<file path="config.mk">
export PLATFORM = sky130hd
export DESIGN_NAME = vvop_engine
export DESIGN_NICKNAME = d
export VERILOG_FILES = /design/src/rtl/vvop_pkg.sv /design/src/rtl/vvop_engine_alu.sv /design/src/rtl/vvop_engine.sv
export SDC_FILE = /design/constraint.sdc
export NUM_CORES = 1
export LEC_CHECK = 0
export ABC_AREA = 1
export CAP_MARGIN = 10
export CORE_MARGIN = 3
export CORE_UTILIZATION = 45
export DETAILED_ROUTE_END_ITERATION = 6
export PLACE_DENSITY = 0.77
export SLEW_MARGIN = 20
export SYNTH_ARGS = -nofsm -noshare
export SYNTH_HDL_FRONTEND = slang
export SYNTH_SLANG_ARGS = --single-unit
</file>
<file path="constraint.sdc">
create_clock -name clk -period 6.85 [get_ports clk]
set_clock_uncertainty 0.2 [all_clocks]
set_input_delay 0.685 -clock clk [delete_from_list [all_inputs] [get_ports clk]]
set_output_delay 0.685 -clock clk [all_outputs]
set_load 0.02 [all_outputs]
</file>
<file path="src/rtl/vvop_pkg.sv">
`default_nettype none
// ============================================================================
//  Module      : vvop_pkg
//  Description : Shared types and helpers for the vector-vector operation
//                engine: ALU opcodes, FSM state encoding, request field
//                layout and a request-pack helper.
//  Revision    : 1.0 - initial release
// ============================================================================
package vvop_pkg;

    // ALU opcodes carried in the upper three bits of the start command.
    typedef enum logic [2:0] {
        OP_ADD  = 3'd0,
        OP_SUB  = 3'd1,
        OP_AND  = 3'd2,
        OP_OR   = 3'd3,
        OP_XOR  = 3'd4,
        OP_MINU = 3'd5,
        OP_MAXU = 3'd6,
        OP_RSVD = 3'd7
    } op_e;

    // Engine FSM encoding.
    localparam logic [1:0] c_ST_IDLE  = 2'd0;
    localparam logic [1:0] c_ST_RUN   = 2'd1;
    localparam logic [1:0] c_ST_DRAIN = 2'd2;
    localparam logic [1:0] c_ST_DONE  = 2'd3;

    typedef enum logic [1:0] {
        ST_IDLE  = c_ST_IDLE,
        ST_RUN   = c_ST_RUN,
        ST_DRAIN = c_ST_DRAIN,
        ST_DONE  = c_ST_DONE
    } state_e;

    // Request layout, LSB first: rd, wr, data[DATA_W], addr[ADDR_W].
    localparam int RD_BIT     = 0;
    localparam int WR_BIT     = 1;
    localparam int c_DATA_LSB = 2;

    // Wide enough for any address up to 64 bits plus data up to 64 bits;
    // callers truncate the result to their own request width.
    localparam int c_PACK_W = 130;

    // Build a request word. addr and data must be zero-extended by the caller.
    function automatic logic [c_PACK_W-1:0] pack_req(
        input int unsigned data_w,
        input logic [63:0] addr,
        input logic [63:0] data,
        input logic        wr,
        input logic        rd
    );
        logic [c_PACK_W-1:0] v;
        v = c_PACK_W'(addr) << (data_w + 32'd2);
        v = v | (c_PACK_W'(data) << c_DATA_LSB);
        v[WR_BIT] = wr;
        v[RD_BIT] = rd;
        return v;
    endfunction

endpackage
`default_nettype wire

</file>
<file path="src/rtl/vvop_engine_alu.sv">
`default_nettype none
// ============================================================================
//  Module      : vvop_alu
//  Description : Combinational element-wise ALU. All results wrap modulo
//                2^DATA_W; the reserved opcode behaves as ADD.
//  Ports       : op [2:0]        opcode (vvop_pkg::op_e)
//                a, b [DATA_W]   operands (A element, B element)
//                y    [DATA_W]   result
//  Revision    : 1.0 - initial release
// ============================================================================
module vvop_alu
    import vvop_pkg::*;
#(
    parameter int DATA_W = 32
) (
    input  logic [2:0]        op,
    input  logic [DATA_W-1:0] a,
    input  logic [DATA_W-1:0] b,
    output logic [DATA_W-1:0] y
);

    always_comb begin
        y = a + b;
        case (op_e'(op))
            OP_ADD:  y = a + b;
            OP_SUB:  y = a - b;
            OP_AND:  y = a & b;
            OP_OR:   y = a | b;
            OP_XOR:  y = a ^ b;
            OP_MINU: y = (a < b) ? a : b;
            OP_MAXU: y = (a > b) ? a : b;
            default: y = a + b;
        endcase
    end

endmodule
`default_nettype wire

</file>
<file path="src/rtl/vvop_engine.sv">
`default_nettype none
// ============================================================================
//  Module      : vvop_engine
//  Description : Streams C[i] = alu(op, A[i], B[i]) for i = 0..len-1.
//                Reads of A and B are issued as joint pairs (bounded by
//                MAX_OUT outstanding), each returned A/B response pair is
//                turned straight into a C write, and the run completes once
//                every C write has been acknowledged.
//  Ports       : clk, rst                  clock, sync active-high reset
//                start/_vld/_rdy           command {op[2:0], len[ADDR_W:0]}
//                req_{A,B,C}/_vld/_rdy     request {addr, data, wr, rd}
//                resp_{A,B,C}/_vld/_rdy    response data
//                done/_vld/_rdy            count of elements written
//  Revision    : 1.0 - initial release
// ============================================================================
module vvop_engine
    import vvop_pkg::*;
#(
    parameter int ADDR_W  = 7,
    parameter int DATA_W  = 32,
    parameter int MAX_OUT = 4
) (
    input  logic                     clk,
    input  logic                     rst,

    input  logic [ADDR_W+3:0]        start,
    input  logic                     start_vld,
    output logic                     start_rdy,

    output logic [ADDR_W+DATA_W+1:0] req_A,
    output logic                     req_A_vld,
    input  logic                     req_A_rdy,
    output logic [ADDR_W+DATA_W+1:0] req_B,
    output logic                     req_B_vld,
    input  logic                     req_B_rdy,
    output logic [ADDR_W+DATA_W+1:0] req_C,
    output logic                     req_C_vld,
    input  logic                     req_C_rdy,

    input  logic [DATA_W-1:0]        resp_A,
    input  logic                     resp_A_vld,
    output logic                     resp_A_rdy,
    input  logic [DATA_W-1:0]        resp_B,
    input  logic                     resp_B_vld,
    output logic                     resp_B_rdy,
    input  logic [DATA_W-1:0]        resp_C,
    input  logic                     resp_C_vld,
    output logic                     resp_C_rdy,

    output logic [ADDR_W:0]          done,
    output logic                     done_vld,
    input  logic                     done_rdy
);

    localparam int               REQ_W     = ADDR_W + DATA_W + 2;
    localparam int               CNT_W     = ADDR_W + 1;
    localparam logic [CNT_W-1:0] c_LEN_MAX = {1'b1, {ADDR_W{1'b0}}};
    localparam logic [3:0]       c_MAX_OUT = 4'(MAX_OUT);

    state_e           r_state;
    logic [2:0]       r_op;
    logic [CNT_W-1:0] r_len;
    logic [CNT_W-1:0] r_rd_idx;
    logic [CNT_W-1:0] r_wr_idx;
    logic [CNT_W-1:0] r_wack_cnt;
    logic [3:0]       r_outstanding;

    logic [2:0]        w_start_op;
    logic [CNT_W-1:0]  w_start_len;
    logic [CNT_W-1:0]  w_len_clamped;
    logic              w_active;
    logic              w_rd_vld;
    logic              w_wr_vld;
    logic              w_rd_fire;
    logic              w_wr_fire;
    logic              w_wack;
    logic [DATA_W-1:0] w_alu_y;
    logic              w_unused;

    assign w_start_op    = start[ADDR_W+3:ADDR_W+1];
    assign w_start_len   = start[ADDR_W:0];
    assign w_len_clamped = (w_start_len > c_LEN_MAX) ? c_LEN_MAX : w_start_len;

    // Everything is gated with rst so the block is silent during reset,
    // regardless of what the state register held before it.
    assign w_active  = !rst && ((r_state == ST_RUN) || (r_state == ST_DRAIN));
    assign start_rdy = !rst && (r_state == ST_IDLE);
    assign done_vld  = !rst && (r_state == ST_DONE);
    assign done      = r_wack_cnt;

    // Pair valid is computed only from local state so that neither channel's
    // valid can depend on the other channel's ready.
    assign w_rd_vld  = !rst && (r_state == ST_RUN) && (r_rd_idx < r_len)
                       && (r_outstanding < c_MAX_OUT);
    assign w_rd_fire = w_rd_vld && req_A_rdy && req_B_rdy;

    assign w_wr_vld  = w_active && resp_A_vld && resp_B_vld;
    assign w_wr_fire = w_wr_vld && req_C_rdy;
    assign w_wack    = w_active && resp_C_vld;

    assign req_A_vld  = w_rd_vld;
    assign req_B_vld  = w_rd_vld;
    assign req_C_vld  = w_wr_vld;
    assign resp_A_rdy = w_wr_fire;
    assign resp_B_rdy = w_wr_fire;
    assign resp_C_rdy = w_active;

    vvop_alu #(
        .DATA_W (DATA_W)
    ) u_alu (
        .op (r_op),
        .a  (resp_A),
        .b  (resp_B),
        .y  (w_alu_y)
    );

    assign req_A = REQ_W'(pack_req(DATA_W, 64'(r_rd_idx[ADDR_W-1:0]),
                                   64'd0, 1'b0, 1'b1));
    assign req_B = req_A;
    assign req_C = REQ_W'(pack_req(DATA_W, 64'(r_wr_idx[ADDR_W-1:0]),
                                   64'(w_alu_y), 1'b1, 1'b0));

    // Write acknowledge data carries no information; wr_idx MSB only
    // matters as a counter carry.
    assign w_unused = ^{resp_C, r_wr_idx[ADDR_W]};

    always_ff @(posedge clk) begin
        if (rst) begin
            r_state       <= ST_IDLE;
            r_op          <= '0;
            r_len         <= '0;
            r_rd_idx      <= '0;
            r_wr_idx      <= '0;
            r_wack_cnt    <= '0;
            r_outstanding <= '0;
        end else begin
            case (r_state)
                ST_IDLE: begin
                    if (start_vld) begin
                        r_op          <= w_start_op;
                        r_len         <= w_len_clamped;
                        r_rd_idx      <= '0;
                        r_wr_idx      <= '0;
                        r_wack_cnt    <= '0;
                        r_outstanding <= '0;
                        r_state       <= (w_start_len == '0) ? ST_DONE : ST_RUN;
                    end
                end
                ST_RUN: begin
                    if (r_rd_idx == r_len) begin
                        r_state <= ST_DRAIN;
                    end
                end
                ST_DRAIN: begin
                    if (r_wack_cnt == r_len) begin
                        r_state <= ST_DONE;
                    end
                end
                ST_DONE: begin
                    if (done_rdy) begin
                        r_state <= ST_IDLE;
                    end
                end
                default: r_state <= ST_IDLE;
            endcase

            // Fires are only possible in RUN/DRAIN, so these never collide
            // with the counter clear on a start transfer.
            if (w_rd_fire) begin
                r_rd_idx <= r_rd_idx + CNT_W'(1);
            end
            if (w_wr_fire) begin
                r_wr_idx <= r_wr_idx + CNT_W'(1);
            end
            if (w_wack) begin
                r_wack_cnt <= r_wack_cnt + CNT_W'(1);
            end

            // Simultaneous issue and retire cancel out.
            case ({w_rd_fire, w_wr_fire})
                2'b10:   r_outstanding <= r_outstanding + 4'd1;
                2'b01:   r_outstanding <= r_outstanding - 4'd1;
                default: r_outstanding <= r_outstanding;
            endcase
        end
    end

endmodule
`default_nettype wire

</file>
==> Flow_metrics.wiki, run 1 <==
{| class="wikitable"
! Metric !! Value
|-
| Gate count of the mapped netlist || 1796
|-
| Run status || finished clean
|-
| Final-report setup violation count || 0
|-
| Clk root buf || sky130_fd_sc_hd__clkbuf_16
|-
| Total power per unit cell area || 204 nW/um^2
|-
| Most used DFF post-synth || sky130_fd_sc_hd__dfxtp_1
|-
| Combinational group share of total power || 76.2%
|-
| Count of endpoints failing hold in the final timing report || 0
|-
| Number of detailed-routing iterations run before antenna repair || 5
|-
| Number of hold buffers added after cts || 0
|-
| Final Max Slew Viols || 0
|-
| Postcts setup bufs || 0
|-
| Critical path class || in -> out
|-
| Maximum number of pins on one net before global-route repair || 33
|-
| Via-per-instance ratio || 5.58
|-
| Fraction of post-synthesis cell area in the top cell type by area || 17.4%
|-
| Area leader, netlist || sky130_fd_sc_hd__nand2_1
|-
| Number of antenna violations at the first check in global routing || 0
|-
| Max FO, Critical Path || 26
|-
| Clock Sink Count || 40
|-
| DRC Markers || 0
|-
| Type of destination of the critical path || primary output
|-
| Count of H-tree levels built during CTS || 2
|-
| Latest clock arrival within the worst-skew pair || 290 ps
|-
| Clock-pin slew on the worst setup and hold paths || 60 ps
|-
| Hold Path Cell Cnt || 1
|-
| Overflow after GRT || 0
|-
| Max-cap viol count || 0
|-
| Die outline area || 24100 sq um
|-
| Minimum period implied by the final worst setup slack || 5800 ps
|-
| Post-route cell area || 11400 sq um
|-
| Internal || 1.07 mW
|-
| Ports || 256
|-
| Count of distinct cell types in the synthesized netlist || 52
|-
| Num CTS Buffers || 5
|-
| RePlAce Congestion || 1.04
|-
| Portion of total power attributed to sequential cells || 12.0%
|-
| Number of DRC violations after detailed-routing iteration 0 || 1158
|-
| # port buffers || 153
|-
| FILL cells || 2277
|-
| Non-filler instance count after layout || 2162
|-
| Share of cells above drive strength 1 || 3.23%
|-
| Flip-flop and latch count after synthesis || 40
|-
| Register-to-register setup slack || 3570 ps
|-
| Fraction of power spent switching nets || 54.1%
|-
| Top post-synthesis cells by area || sky130_fd_sc_hd__nand2_1, sky130_fd_sc_hd__ha_1, sky130_fd_sc_hd__nand3_1
|-
| Wirelength per Cell || 17.9 microns
|-
| Footprint of the multi-input gates || 7510 sq um
|-
| Worst-case clock buffer depth || 2
|-
| Maximum VDD drop || 0.203 mV
|-
| Share of the yosys chip area belonging to registers || 8.00%
|-
| Tightest slew margin relative to the limit || 20.0%
|-
| Total Wirelength || 38700 microns
|-
| Mean area per synthesized cell || 5.57 sq um
|-
| Yosys synthesis warning count || 0
|-
| Critical path data arrival time || 4920 ps
|-
| Share of the cycle needed by the critical path after routing || 84.7%
|-
| Utilization of the core after routing || 53.4%
|-
| Die extent in y || 155 microns
|-
| Proportion of synthesized flip-flops having asynchronous set or reset || 0%
|-
| Number of flops mapped to enable cells by yosys || 0
|-
| Vias in the first global route || 11130
|-
| Placed cells || 2154
|-
| Detailed Place HPWL || 30600 microns
|-
| Initial core utilization || 46.7%
|-
| Global-route wire length before repair || 59200 microns
|-
| Power share of the clock group || 11.8%
|-
| Hold Path Class || reg -> reg
|-
| Leak pwr || 5.66 nW
|-
| Number of cells upsized or downsized after cts || 0
|-
| Post-synthesis instance area || 10000 sq um
|-
| CTS tree || built
|-
| Layout Area Growth over Synthesis || 14.1%
|-
| DR vias || 12058
|-
| Transition time of the tightest slew-check pin || 1190 ps
|-
| Die extent in x || 155 microns
|-
| Site row count || 53
|-
| Residual antenna-violating net count after detailed routing || 0
|-
| Critical path startpoint category || primary input
|-
| # nets final || 2120
|-
| Unrepaired setup endpoints after global routing || false
|-
| Post-Route Setup TNS || 0 ps
|-
| Max Freq || 172 MHz
|-
| Switching power of the nets || 1.26 mW
|-
| Standard cell core area || 21400 sq um
|-
| Total area of sequential cells || 801 sq um
|-
| Global-route usage over all layers || 30.6%
|-
| Standard cell area after detailed placement || 11300 sq um
|-
| Path depth of the worst reg2reg path || 17
|-
| Antenna diode count || 0
|-
| WP data required || 5960 ps
|}
[Yosys cell counts, drive strengths merged (3+ instances only)]
library cell	count
xnor2	4
nor3	24
a221oi	7
a21oi	141
a21o	3
o2111ai	3
nor4	6
o211ai	8
inv	261
nor2	175
xor2	7
nand3	207
nand4	26
nand2	471
and2	5
buf	126
dfxtp	40
o22ai	16
o21ai	75
clkbuf	24
o221ai	3
o21bai	15
o21a	3
a211oi	8
fa	3
or2	3
ha	114
[layout by cell type, fill, tap and decap left out, drive strengths merged, types with 2 or more instances in the layout]
cell type,instances
a211oi,8
a21o,3
a21oi,141
a221oi,7
a22oi,2
a31oi,2
a32oi,2
and2,5
and3,2
buf,12
clkbuf,5
clkdlybuf4s50,153
conb,70
dfxtp,40
fa,3
ha,114
inv,261
nand2,471
nand3,207
nand3b,2
nand4,26
nor2,175
nor3,24
nor4,6
o2111ai,3
o211ai,8
o21a,3
o21ai,75
o21bai,15
o221ai,3
o22ai,16
or2,3
xnor2,4
xor2,7
[path summary, 6_finish.rpt]
check / start / to
worst min-delay path: r_outstanding[0]$_SDFFE_PP0P_ / r_outstanding[0]$_SDFFE_PP0P_
worst max register to register: r_rd_idx[6]$_SDFFE_PP0P_ / r_outstanding[3]$_SDFFE_PP0P_
worst min register to register: r_outstanding[0]$_SDFFE_PP0P_ / r_outstanding[0]$_SDFFE_PP0P_
worst max-delay path: resp_A[15] / req_C[23]
[critical path, cell delays in order]
cell	delay, ps
sky130_fd_sc_hd__clkdlybuf4s50_1	510
sky130_fd_sc_hd__inv_1	80
sky130_fd_sc_hd__ha_1	530
sky130_fd_sc_hd__o21ai_0	310
sky130_fd_sc_hd__inv_1	110
sky130_fd_sc_hd__nand2_1	60
sky130_fd_sc_hd__a21oi_1	210
sky130_fd_sc_hd__nand2_2	110
sky130_fd_sc_hd__nand2_4	380
sky130_fd_sc_hd__nand2_4	250
sky130_fd_sc_hd__nand2_4	320
sky130_fd_sc_hd__inv_2	310
sky130_fd_sc_hd__nand2_1	140
sky130_fd_sc_hd__nand3_1	70
sky130_fd_sc_hd__nand3_1	140
sky130_fd_sc_hd__clkdlybuf4s50_1	660
[registers in the layout (all words and copies together) (netlist names)]
name / cells
done: 8
r_len: 8
r_rd_idx: 8
r_wr_idx: 7
r_outstanding: 4
r_op: 3
r_state: 2
[power by group through the flow]
| stage | logic, mW | registers (mW) | clock network (mW) |
|---|---|---|---|
| 2_1_floorplan | 1.10 | 0.282 | 0 |
| 3_3_place_gp | 1.72 | 0.283 | 0 |
| 3_5_place_dp | 1.74 | 0.284 | 0 |
| 4_1_cts | 1.75 | 0.279 | 0.281 |
| 5_1_grt | 1.92 | 0.282 | 0.288 |
| 6_report | 1.78 | 0.280 | 0.276 |
[area by class of cell]
| class | count | share of cell area, % |
|---|---|---|
| tap | 275 | 3.01 |
| clock buffer | 5 | 1.09 |
| timing repair buffer | 165 | 14.2 |
| sequential | 40 | 7.01 |
| inverter | 261 | 8.57 |
| multi-input combinational | 1413 | 65.7 |
| clock inverter | 3 | 0.405 |
[kinds of logic (layout without fill, tap and decap cells)]
logic type	Yosys count	after routing	synth area share, %
and+or+nand+nor	922	922	39.4
AOI/OAI and AO/OA	293	293	17.0
xor gates and xnor gates	11	11	0.962
adders and majority gates	117	117	14.8
buffers and inverters	411	434	19.7
other	2	70	0.0750
DFF	40	40	8.00
[per-stage QoR]
step	worst slack (ps)	hold WS [ps]	total power, mW
floorplan	3270	222	1.38
global placement	1280	240	2.01
detailed placement	1210	247	2.02
CTS	1200	259	2.31
global route	848	299	2.49
finish	1050	265	2.33
[routing by layer]
| layer | GRT usage (%) | part of all wire [%] | vias up |
|---|---|---|---|
| met2 | 49.1 | 44 | 602 |
| met3 | 4.73 | 9.7 | 75 |
| li1 | - | - | 5845 |
| met4 | 10.2 | 3.0 | 0 |
| met5 | 0 | 0 | - |
| met1 | 42.0 | 43 | 5536 |
No activity file was read; power rests on OpenSTA's default activity.
==> run 2, diff against run 1 <==
--- a/config.mk
+++ b/config.mk
@@ -10,7 +10,7 @@
 export CORE_MARGIN = 3
 export CORE_UTILIZATION = 45
 export DETAILED_ROUTE_END_ITERATION = 6
-export PLACE_DENSITY = 0.77
+export PLACE_DENSITY = 0.8
 export SLEW_MARGIN = 20
 export SYNTH_ARGS = -nofsm -noshare
 export SYNTH_HDL_FRONTEND = slang
==> constraint.sdc (replaced) <==
create_clock -name clk -period 5.2 [get_ports clk]
set_clock_uncertainty 0.2 [all_clocks]
set_input_delay 0.52 -clock clk [delete_from_list [all_inputs] [get_ports clk]]
set_output_delay 0.52 -clock clk [all_outputs]
set_load 0.02 [all_outputs]
==> Flow_metrics.wiki, run 2 (synthesized netlist as in run 1, its figures left out) <==
{| class="wikitable"
! Metric !! Value
|-
| Overflow after GRT || 0
|-
| CP cell instances || clkdlybuf4s50_1, inv_1, ha_1, fa_1, inv_1, nand3_1, nand2_1, nand2_1, nand2_2, nand2_1, nand2_2, nand2_4, nand2_4, nand2_4, inv_2, nand2_1, nand3_1, nand3_1, clkdlybuf4s50_1
|-
| Num CTS Buffers || 5
|-
| DR vias || 12056
|-
| Clk root buf || sky130_fd_sc_hd__clkbuf_16
|-
| # nets final || 2142
|-
| Layout Area Growth over Synthesis || 15.5%
|-
| # port buffers || 153
|-
| Transition time of the tightest slew-check pin || 964 ps
|-
| WP data required || 4480 ps
|-
| Final Power || 3.03 mW
|-
| CTS tree || built
|-
| RePlAce Congestion || 1.05
|-
| Postcts setup bufs || 0
|-
| Via-per-instance ratio || 5.52
|-
| Number of hold buffers added after cts || 0
|-
| Tightest slew margin relative to the limit || 35.7%
|-
| DRC Markers || 0
|-
| Leak pwr || 5.76 nW
|-
| Type of destination of the critical path || primary output
|-
| Post-Route Setup TNS || 0 ps
|-
| Wirelength per Cell || 17.9 microns
|-
| Maximum number of pins on one net before global-route repair || 33
|-
| Final-report setup violation count || 0
|-
| Max Freq || 203 MHz
|-
| Cell occurring most often along the worst timing path || sky130_fd_sc_hd__nand2_1
|-
| Critical path data arrival time || 4200 ps
|-
| Hold Path Class || reg -> reg
|-
| Worst-case clock buffer depth || 2
|-
| Global-route wire length before repair || 59500 microns
|-
| Detailed Place HPWL || 31300 microns
|-
| Delay of the slowest critical-path stage || 590 ps
|-
| Critical path startpoint category || primary input
|-
| Maximum VDD drop || 0.334 mV
|-
| Ports || 256
|-
| Initial core utilization || 46.7%
|-
| Most common library cell in the layout ignoring fill and taps || sky130_fd_sc_hd__nand2_1
|-
| Total area of sequential cells || 801 sq um
|-
| Residual antenna-violating net count after detailed routing || 0
|-
| Standard cell core area || 21400 sq um
|-
| Minimum period implied by the final worst setup slack || 4920 ps
|-
| Count of H-tree levels built during CTS || 2
|-
| Die outline area || 24100 sq um
|-
| Clock Sink Count || 40
|-
| Count of endpoints failing hold in the final timing report || 0
|-
| Unrepaired setup endpoints after global routing || false
|-
| CP max-delay cell || sky130_fd_sc_hd__clkdlybuf4s50_1
|-
| Post-route cell area || 11600 sq um
|-
| Share of cells above drive strength 1 || 4.30%
|-
| Critical path class || in -> out
|-
| Fin Hold WS || 259 ps
|-
| Standard cell area after detailed placement || 11400 sq um
|-
| Most frequent cells in the layout || sky130_fd_sc_hd__nand2_1, sky130_fd_sc_hd__inv_1, sky130_fd_sc_hd__nand3_1, sky130_fd_sc_hd__nor2_1, sky130_fd_sc_hd__clkdlybuf4s50_1
|-
| Die extent in x || 155 microns
|-
| Final Max Slew Viols || 0
|-
| Run status || finished clean
|-
| Max-cap viol count || 0
|-
| Number of detailed-routing iterations run before antenna repair || 6
|-
| WP buf/inv || 5
|-
| Crit path max-delay family || buffers and inverters
|-
| Clock-pin slew on the worst setup and hold paths || 50 ps
|-
| Global-route usage over all layers || 30.8%
|-
| Max FO, Critical Path || 17
|-
| Total power per unit cell area || 262 nW/um^2
|-
| Vias in the first global route || 11079
|-
| Total Wirelength || 39200 microns
|-
| Share of the cycle needed by the critical path after routing || 94.7%
|-
| Number of antenna violations at the first check in global routing || 0
|-
| Latest clock arrival within the worst-skew pair || 290 ps
|-
| Number of DRC violations after detailed-routing iteration 0 || 989
|-
| Utilization of the core after routing || 54.0%
|-
| Number of cells upsized or downsized after cts || 0
|-
| Antenna diode count || 0
|-
| Site row count || 53
|-
| Die extent in y || 155 microns
|-
| FILL cells || 2220
|-
| Footprint of the multi-input gates || 7510 sq um
|}
## run 2: per-layer routing
layer / up-vias / global-route usage [%] / part of all wire, %
met5: - / 0 / 0
met4: 0 / 9.08 / 3.1
met3: 94 / 4.81 / 10
met2: 598 / 51.1 / 45
met1: 5473 / 41.3 / 42
li1: 5891 / - / -
## run 2: power by group
group	leakage, nW	internal, mW	switching (mW)	total (mW)
logic	5.37	0.864	1.50	2.36
clock network	0.0657	0.174	0.124	0.298
registers	0.325	0.340	0.0299	0.369
total	5.76	1.38	1.65	3.03
## run 2: path summary, 6_finish.rpt
check                                 from                       endpoint  slack, ps  cells past startpoint
hold / removal    r_wr_idx[6]$_SDFFE_PP0P_       r_wr_idx[6]$_SDFFE_PP0P_        260                      1
setup / recovery                 resp_A[0]                      req_C[25]        280                     19
setup reg to reg     r_len[7]$_SDFFE_PP0P_  r_outstanding[3]$_SDFFE_PP0P_       1930                     18
hold reg to reg   r_wr_idx[6]$_SDFFE_PP0P_       r_wr_idx[6]$_SDFFE_PP0P_        260                      1
## run 2: area by class of cell
type	count	share of cell area, %
multi-input cells	1413	65.0
repair buffers	187	15.5
inverters	261	8.47
flip-flops and latches	40	6.93
well taps	275	2.98
clock buffers	5	1.08
clock inverters	2	0.108
## run 2: stage by stage
| step | setup slack [ps] | std cells |
|---|---|---|
| after floorplan | 1950 | 1864 |
| after global placement | 412 | 2176 |
| after detailed placement | 359 | 2176 |
| after CTS | 330 | 2183 |
| after global routing | 109 | 2183 |
| final | 278 | 2183 |
==> run 3, diff against run 2 <==
--- a/config.mk
+++ b/config.mk
@@ -5,12 +5,11 @@
 export SDC_FILE = /design/constraint.sdc
 export NUM_CORES = 1
 export LEC_CHECK = 0
-export ABC_AREA = 1
 export CAP_MARGIN = 10
 export CORE_MARGIN = 3
 export CORE_UTILIZATION = 45
 export DETAILED_ROUTE_END_ITERATION = 6
-export PLACE_DENSITY = 0.8
+export PLACE_DENSITY = 0.82
 export SLEW_MARGIN = 20
 export SYNTH_ARGS = -nofsm -noshare
 export SYNTH_HDL_FRONTEND = slang
==> Flow_metrics.wiki, run 3 <==
{| class="wikitable"
! Metric !! Value
|-
| DR vias || 10963
|-
| Fin Hold WS || 289 ps
|-
| Fraction of power spent switching nets || 47.6%
|-
| Most repeated cell in the gate-level netlist after synthesis || sky130_fd_sc_hd__a21oi_1
|-
| Critical path data arrival time || 4410 ps
|-
| # nets final || 1862
|-
| Switching power of the nets || 1.33 mW
|-
| Internal || 1.47 mW
|-
| Post-route cell area || 12200 sq um
|-
| Setup slack of the critical path after layout || 71.9 ps
|-
| Post-Route Setup TNS || 0 ps
|-
| Post-synthesis instance area || 9250 sq um
|-
| Overflow after GRT || 0
|-
| # port buffers || 153
|-
| Critical path startpoint category || primary input
|-
| Final-report setup violation count || 0
|-
| Standard cell area after detailed placement || 11900 sq um
|-
| Residual antenna-violating net count after detailed routing || 0
|-
| Die extent in x || 149 microns
|-
| Global-route wire length before repair || 51900 microns
|-
| Worst hold path startpoint || r_len[1]$_SDFFE_PP0P_
|-
| Antenna diode count || 0
|-
| Critical path class || in -> out
|-
| Most frequent cells in the layout || sky130_fd_sc_hd__buf_4, sky130_fd_sc_hd__a21oi_1, sky130_fd_sc_hd__nor2_1, sky130_fd_sc_hd__inv_1, sky130_fd_sc_hd__clkdlybuf4s50_1
|-
| Postcts setup bufs || 0
|-
| Number of flops mapped to enable cells by yosys || 0
|-
| Utilization of the core after routing || 61.5%
|-
| Ports || 256
|-
| Share of the cycle needed by the critical path after routing || 98.6%
|-
| Power share of the clock group || 16.0%
|-
| Maximum number of pins on one net before global-route repair || 44
|-
| Minimum period implied by the final worst setup slack || 5130 ps
|-
| Worst-case clock buffer depth || 2
|-
| Worst reg2reg startpoint || r_len[7]$_SDFFE_PP0P_
|-
| Standard cell core area || 19800 sq um
|-
| Most common library cell in the layout ignoring fill and taps || sky130_fd_sc_hd__buf_4
|-
| Top cells by instance count after synthesis || sky130_fd_sc_hd__a21oi_1, sky130_fd_sc_hd__nor2_1, sky130_fd_sc_hd__inv_1, sky130_fd_sc_hd__ha_1, sky130_fd_sc_hd__nand2_1
|-
| Leak pwr || 5.69 nW
|-
| Final Power || 2.80 mW
|-
| Yosys synthesis warning count || 0
|-
| Clk root buf || sky130_fd_sc_hd__clkbuf_16
|-
| Max-cap viol count || 0
|-
| Placed cells || 1886
|-
| Count of H-tree levels built during CTS || 2
|-
| Site row count || 51
|-
| Hold Path Class || reg -> reg
|-
| Run status || finished, violations left
|-
| Layout Area Growth over Synthesis || 31.9%
|-
| Max FO, Critical Path || 6
|-
| Fraction of post-synthesis cell area in the top cell type by area || 15.4%
|-
| Number of DRC violations after detailed-routing iteration 0 || 1038
|-
| Most used DFF post-synth || sky130_fd_sc_hd__dfxtp_1
|-
| Share of cells above drive strength 1 || 15.4%
|-
| Tightest slew margin relative to the limit || 33.9%
|-
| Number of detailed-routing iterations run before antenna repair || 7
|-
| Flip-flop and latch count after synthesis || 40
|-
| Vias in the first global route || 10202
|-
| Maximum VDD drop || 0.275 mV
|-
| Global-route usage over all layers || 28.1%
|-
| RePlAce Congestion || 1.07
|-
| Portion of total power attributed to sequential cells || 13.1%
|-
| Clock Sink Count || 40
|-
| Violations in the final reports || DRC
|-
| Max Freq || 195 MHz
|-
| Number of hold buffers added after cts || 0
|-
| Die extent in y || 149 microns
|-
| Number of antenna violations at the first check in global routing || 0
|-
| Non-filler instance count after layout || 1894
|-
| Share of the yosys chip area belonging to registers || 8.66%
|-
| Beginning of the critical path || resp_B[4]
|-
| Latest clock arrival within the worst-skew pair || 290 ps
|-
| Initial core utilization || 46.6%
|-
| Count of endpoints failing hold in the final timing report || 0
|-
| Clock-pin slew on the worst setup and hold paths || 60 ps
|-
| Top post-synthesis cells by area || sky130_fd_sc_hd__ha_1, sky130_fd_sc_hd__dfxtp_1, sky130_fd_sc_hd__a21oi_1
|-
| Count of distinct cell types in the synthesized netlist || 80
|-
| Total power per unit cell area || 229 nW/um^2
|-
| Final Max Slew Viols || 0
|-
| Area leader, netlist || sky130_fd_sc_hd__ha_1
|-
| Transition time of the tightest slew-check pin || 988 ps
|-
| Type of destination of the critical path || primary output
|-
| Detailed Place HPWL || 26200 microns
|-
| Unrepaired setup endpoints after global routing || true
|-
| Num CTS Buffers || 5
|-
| Die outline area || 22300 sq um
|-
| DRC Markers || 6
|-
| Mean area per synthesized cell || 6.79 sq um
|-
| Via-per-instance ratio || 5.79
|-
| Proportion of synthesized flip-flops having asynchronous set or reset || 0%
|-
| Wirelength per Cell || 17.5 microns
|-
| Combinational group share of total power || 70.9%
|-
| Gate count of the mapped netlist || 1362
|-
| Total Wirelength || 33200 microns
|-
| WP data required || 4480 ps
|-
| CTS tree || built
|-
| Pre-CTS setup slack || -262 ps
|}
==> run 3: cell count changes after synthesis, sizes merged, moves of 15 or more <==
cell    change
nand3     -180
xnor2      +37
nand2     -378
nand4      -15
nor2       -44
inv       -139
mux2i      +40
clkbuf     +31
==> run 3: final timing paths <==
kind         cells after the start  slack [ps]                             to
min reg2reg                      2         290          r_len[1]$_SDFFE_PP0P_
max                             15          70                      req_C[24]
min                              2         290          r_len[1]$_SDFFE_PP0P_
max reg2reg                     13        1090  r_outstanding[3]$_SDFFE_PP0P_
==> run 3: worst max-delay path: stages <==
cell,delay (ps)
sky130_fd_sc_hd__clkdlybuf4s50_1,550
sky130_fd_sc_hd__inv_1,100
sky130_fd_sc_hd__ha_2,390
sky130_fd_sc_hd__nor2_1,80
sky130_fd_sc_hd__a211o_1,310
sky130_fd_sc_hd__a21oi_2,180
sky130_fd_sc_hd__nor3_1,100
sky130_fd_sc_hd__or4_4,530
sky130_fd_sc_hd__a221o_1,370
sky130_fd_sc_hd__a221o_1,410
sky130_fd_sc_hd__nand2_1,100
sky130_fd_sc_hd__a21oi_1,60
sky130_fd_sc_hd__a211oi_1,230
sky130_fd_sc_hd__buf_4,170
sky130_fd_sc_hd__clkdlybuf4s15_1,290
==> run 3: power by group through the flow <==
stage          Sequential, mW  Combinational, mW  Clock [mW]
2_1_floorplan           0.356               1.24           0
3_3_place_gp            0.371               1.97           0
3_5_place_dp            0.372               1.99           0
4_1_cts                 0.367               1.96       0.447
5_1_grt                 0.371               2.14       0.468
6_report                0.367               1.99       0.447
==> run 3: metal layers <==
layer  vias to the layer above  routed length [microns]  part of all wire, %  GRT usage, %
met5                         -                        0                    0             0
met4                         0                     1060                  3.2          8.60
met3                       100                     3410                   10          4.16
met2                       602                    15400                   46          47.6
met1                      5019                    13400                   40          36.9
li1                       5242                        -                    -             -
==> run 3: cells by family after synthesis <==
logic type	Yosys count	synth area share, %
simple gates	379	19.7
buf+inv	289	15.7
fa+ha+maj	118	16.2
xor+xnor	48	4.55
flops	40	8.66
compound gates	444	30.6
mux	42	4.57
other cells	2	0.0812
==> run 3: repair_timing <==
| item | CTS | global route |
|---|---|---|
| pin swaps | 0 | 4 |
| hold endpoints to repair | 0 | 0 |
| gates resized for setup | 28 | 39 |
| endpoints found under the setup margin | 27 | 23 |
==> run 3: final cells by class <==
cell class                 count  area (sq um)
clock buffer                   5           125
clock inverter                 3          90.1
fill                        1778          7640
inverter                     122           458
multi-input combinational   1101          7330
sequential                    40           802
tap                          265           332
timing repair buffer         358          3060
